`config.mk`:
```
export PLATFORM = sky130hd
export DESIGN_NAME = regfile_scoreboard
export DESIGN_NICKNAME = d
export VERILOG_FILES = /design/src/rtl/regfile_scoreboard.sv
export SDC_FILE = /design/constraint.sdc
export NUM_CORES = 2
export LEC_CHECK = 0
export ABC_CLOCK_PERIOD_IN_PS = 9900
export CAP_MARGIN = 10
export CORE_UTILIZATION = 25
export CTS_CLUSTER_SIZE = 30
export DETAILED_ROUTE_END_ITERATION = 16
export GPL_ROUTABILITY_DRIVEN = 0
export SETUP_SLACK_MARGIN = 0.05
export SYNTH_ARGS = -nofsm -noshare
export SYNTH_HDL_FRONTEND = slang
export SYNTH_SLANG_ARGS = --single-unit
```
`constraint.sdc`:
```
create_clock -name clk -period 9.9 [get_ports clk]
set_clock_uncertainty 0.05 [all_clocks]
set_input_delay 1.485 -clock clk [delete_from_list [all_inputs] [get_ports clk]]
set_output_delay 1.485 -clock clk [all_outputs]
set_load 0.01 [all_outputs]
```
`src/rtl/regfile_scoreboard.sv`:
```
// Register file with two registered read ports, write-first bypass and a
// per-register pending-write scoreboard used by decode for RAW detection.
module regfile_scoreboard #(
    parameter int DATA_W = 32,
    parameter int PEND_W = 2
) (
    input  logic              clk,
    input  logic              rst,
    input  logic [4:0]        wb_index,
    input  logic [DATA_W-1:0] wb_data,
    input  logic              wb_write,
    input  logic              issue_valid,
    input  logic [4:0]        issue_index,
    output logic              issue_ready,
    input  logic [4:0]        rd_addr_a,
    input  logic [4:0]        rd_addr_b,
    output logic [DATA_W-1:0] rd_data_a,
    output logic [DATA_W-1:0] rd_data_b,
    output logic              rd_busy_a,
    output logic              rd_busy_b,
    output logic              wb_unexpected
);

    localparam logic [PEND_W-1:0] CNT_MAX  = '1;
    localparam logic [PEND_W-1:0] CNT_ZERO = '0;
    localparam logic [PEND_W-1:0] CNT_ONE  = PEND_W'(1);

    logic [DATA_W-1:0] r_regs [32];
    logic [PEND_W-1:0] r_cnt  [32];
    logic [DATA_W-1:0] r_rdDataA;
    logic [DATA_W-1:0] r_rdDataB;
    logic              r_rdBusyA;
    logic              r_rdBusyB;
    logic              r_wbUnexpected;

    logic [PEND_W-1:0] w_cntNext [32];
    logic              w_issueFire;
    logic              w_wbLive;
    logic              w_wbUnexpected;

    // A saturated counter refuses the issue; a same-cycle retire does not help.
    assign issue_ready    = (issue_index == 5'd0) || (r_cnt[issue_index] != CNT_MAX);
    assign w_issueFire    = issue_valid && issue_ready && (issue_index != 5'd0);
    assign w_wbLive       = wb_write && (wb_index != 5'd0);
    assign w_wbUnexpected = w_wbLive && (r_cnt[wb_index] == CNT_ZERO)
                            && !(w_issueFire && (issue_index == wb_index));

    assign rd_data_a     = r_rdDataA;
    assign rd_data_b     = r_rdDataB;
    assign rd_busy_a     = r_rdBusyA;
    assign rd_busy_b     = r_rdBusyB;
    assign wb_unexpected = r_wbUnexpected;

    // Next pending count per register: inc on accepted issue, dec on retire, both cancel.
    always_comb begin
        w_cntNext[0] = CNT_ZERO;
        for (int r = 1; r < 32; r++) begin
            w_cntNext[r] = r_cnt[r];
            if ((w_issueFire && (issue_index == 5'(r))) &&
                !(wb_write && (wb_index == 5'(r)) && (r_cnt[r] != CNT_ZERO))) begin
                w_cntNext[r] = r_cnt[r] + CNT_ONE;
            end else if (!(w_issueFire && (issue_index == 5'(r))) &&
                         (wb_write && (wb_index == 5'(r)) && (r_cnt[r] != CNT_ZERO))) begin
                w_cntNext[r] = r_cnt[r] - CNT_ONE;
            end
        end
    end

    // Register array, scoreboard, registered read ports and sticky error flag.
    always_ff @(posedge clk) begin
        if (rst) begin
            for (int r = 0; r < 32; r++) begin
                r_regs[r] <= '0;
                r_cnt[r]  <= CNT_ZERO;
            end
            r_rdDataA      <= '0;
            r_rdDataB      <= '0;
            r_rdBusyA      <= 1'b0;
            r_rdBusyB      <= 1'b0;
            r_wbUnexpected <= 1'b0;
        end else begin
            if (w_wbLive) begin
                r_regs[wb_index] <= wb_data;
            end
            for (int r = 0; r < 32; r++) begin
                r_cnt[r] <= w_cntNext[r];
            end

            if (rd_addr_a == 5'd0) begin
                r_rdDataA <= '0;
            end else if (wb_write && (wb_index == rd_addr_a)) begin
                r_rdDataA <= wb_data;
            end else begin
                r_rdDataA <= r_regs[rd_addr_a];
            end

            if (rd_addr_b == 5'd0) begin
                r_rdDataB <= '0;
            end else if (wb_write && (wb_index == rd_addr_b)) begin
                r_rdDataB <= wb_data;
            end else begin
                r_rdDataB <= r_regs[rd_addr_b];
            end

            r_rdBusyA <= (rd_addr_a != 5'd0) && (w_cntNext[rd_addr_a] != CNT_ZERO);
            r_rdBusyB <= (rd_addr_b != 5'd0) && (w_cntNext[rd_addr_b] != CNT_ZERO);

            if (w_wbUnexpected) begin
                r_wbUnexpected <= 1'b1;
            end
        end
    end

endmodule

```
==> key figures <==
Timing
  – Max-Slew Margin vs Limit: 19.8%
  – Fin worst setup slack: 3.48 ns
  – RSZ-0062 raised after global routing: no
  – Final Hold Fails: 0
  – Setup Viol. Count Final: 0
  – Final period util: 64.8%
  – Worst-Margin Slew: 1.20 ns
  – Worst hold margin: 0.418 ns
  – Fmax: 0.156 GHz
  – Fin. max-slew vios: 0
  – Final setup TNS: 0 ns
  – Final worst path period need: 6.42 ns

Synthesis
  – Mapped Area: 63000 um^2
  – Top_reg_cell synth: edfxtp_1
  – Post-synth EDFFs: 1024
  – Synth area leaders: edfxtp_1 (49%), mux4_2 (23%), and2_1 (10%), dfxtp_1 (4.1%), clkbuf_1 (2.1%)
  – Synth Area in Adders: 0.966%
  – Avg Inst Size Synth: 14.7 um^2
  – Ys async rst share: 0%
  – Cell taking the most area after synthesis: edfxtp_1
  – Sequential share of the synthesized area: 52.9%
  – Synth Area in Compound Gates: 3.21%
  – Register bit count reported by yosys: 1153
  – Top cell type's share of synthesized area: 48.8%
  – YS warnings: 0
  – Post-synthesis mux area share: 25.0%
  – Post-synthesis cell count: 4281
  – Post-Synth XOR/XNOR Area: 1.02%
  – List of most frequent post-synthesis cells: edfxtp_1 (1024), and2_1 (1002), mux4_2 (653)
  – Most common cell in the netlist: edfxtp_1
  – Post-Synth Simple-Gate Area: 13.8%
  – Main combinational cell family by area after synthesis: multiplexers
  – Distinct cells, synth: 87

Route
  – First-pass iteration count of the detailed router: 6
  – DR vias: 41500
  – DRT Wirelength: 231000 um
  – Final ANT Viol Nets: 0
  – WL/cell: 30.0 um
  – Post-DR vias/cell: 5.39
  – Remaining DRCs: 0
  – 1st-iter DRT viols: 6344

Setup path
  – Endpoint class of the critical path: output pin
  – Crit path max fanout: 24
  – CP Class: in -> out
  – CP required: 8.37 ns
  – Worst reg-to-reg path cell count: 10
  – Critical Path Source Type: input pin
  – CP arrival: 4.88 ns

Outcome
  – Status: complete, no violations

Floorplanning
  – Die width: 504 um
  – Rows: 183
  – I/O pin cnt: 124
  – CORE AREA: 250000 um^2
  – Initial Util: 25.2%
  – Chip height: 504 um
  – Total Die Area: 254000 um^2

CTS
  – CTS tree: yes
  – H-Tree Depth: 3
  – CTS Sinks: 1153
  – Worst-Skew Late Latency: 0.77 ns
  – CTS Buf Count: 118
  – Clk slew on worst S/H paths: 0.06 ns
  – Setup bufs post-CTS: 0
  – # resized after CTS: 0
  – Hold-fix buffer count after cts: 0
  – Clock Tree Root: clkbuf_16
  – Max Root-Sink Buffers: 3

Cells and area
  – Area growth, synth to finish: 15.2%
  – Post-layout nets: 4333
  – Share of cells above drive strength 1: 25.0%
  – Final Util: 29.1%

Global route
  – GRT Total Usage: 17.7%
  – Vias in the first global route: 40300
  – Initial antenna violation count: 33
  – Global route overflow: 0
  – Largest net degree at the start of global routing: 125
  – First-pass GRT wire length: 319000 um

Placed design
  – HPWL Detailed: 121000 um
  – Place WS: 3.56 ns
  – Buffers on Ports: 123

Power
  – Leakage: 23.5 nW
  – Power Density: 166 nW/um^2
  – Peak VDD IR: 151 uV
  – Tot Pwr: 12.0 mW

Hold path
  – Hold Crit Class: reg -> reg
  – WHS Path Cells: 2

Run
  – Maxcap violations: 0
-- metal layers --
layer / track usage [%] / vias to the layer above / routed length, um
met5: 0 / - / 58
met4: 5.50 / 10 / 7510
met3: 5.02 / 457 / 30700
met2: 27.5 / 3023 / 105000
met1: 23.8 / 21600 / 87400
li1: - / 16400 / -
-- path summary, 6_finish.rpt --
check	end	startpoint	slack [ns]
worst max-delay path	issue_ready	issue_index[3]	3.48
worst max register to register	rd_busy_a	r_cnt[11][0]	5.98
worst min register to register	wb_unexpected	wb_unexpected	0.42
worst min-delay path	wb_unexpected	wb_unexpected	0.42
-- registers in the layout, summed over array words and instances (netlist names) --
name / count
wb_unexpected: 1
rd_data_b: 32
rd_busy_a: 1
r_regs: 1024
rd_data_a: 32
r_cnt: 62
rd_busy_b: 1
-- final cells by class --
type / count / area, um^2
flip-flops and latches: 1153 / 33300
inverters: 72 / 273
clock buffers: 154 / 3260
diodes: 10 / 25.0
fillers: 24900 / 177000
well taps: 3330 / 4170
repair buffers: 242 / 2190
multi-input cells: 2659 / 28400
clock inverters: 69 / 862
-- through the flow --
step	instance area (um^2)	std cells
6_report	72500	7689
5_1_grt	72500	7680
4_1_cts	72500	7679
3_5_place_dp	68400	7456
3_3_place_gp	68400	7456
2_1_floorplan	63100	4312
-- critical path, cell delays in order --
cell and delay [ns]:
clkdlybuf4s50_1 1.06, nor2_1 0.32, o221ai_1 0.19, nor3b_4 0.77
nand2_1 0.20, mux2_2 0.36, clkdlybuf4s50_1 0.48
-- placed cells by master, fill, tap and decap left out, drive strengths merged, types with 10 or more instances in the layout --
cell type / n
mux4: 656
xor2: 13
bufinv: 17
a22oi: 14
clkbuf: 154
maj3: 22
nand3: 35
clkinv: 46
a21oi: 40
inv: 74
ha: 31
nand4: 13
edfxtp: 1024
o211ai: 13
a31oi: 15
nor3: 36
and2: 1006
nor2: 190
or3: 26
conb: 32
buf: 130
diode: 10
dfxtp: 129
xnor2: 58
nand3b: 12
a211oi: 69
nand2: 62
or4: 15
clkdlybuf4s50: 112
o21ai: 69
mux2i: 84
-- report_power, final --
| part | internal, mW | switching (mW) | total, mW |
|---|---|---|---|
| sequential | 5.57 | 0.141 | 5.71 |
| clock | 2.77 | 2.07 | 4.84 |
| combinational | 0.665 | 0.832 | 1.50 |
-- kinds of logic (layout without fill, tap and decap cells) --
group | Yosys count | after routing
buffers and inverters | 500 | 537
and+or+nand+nor | 1471 | 1471
muxes | 747 | 747
DFF | 1153 | 1153
adders and majority gates | 53 | 53
xor gates and xnor gates | 72 | 72
AOI/OAI and AO/OA | 284 | 284
other | 1 | 42
Power figures use the tool's default switching activity.
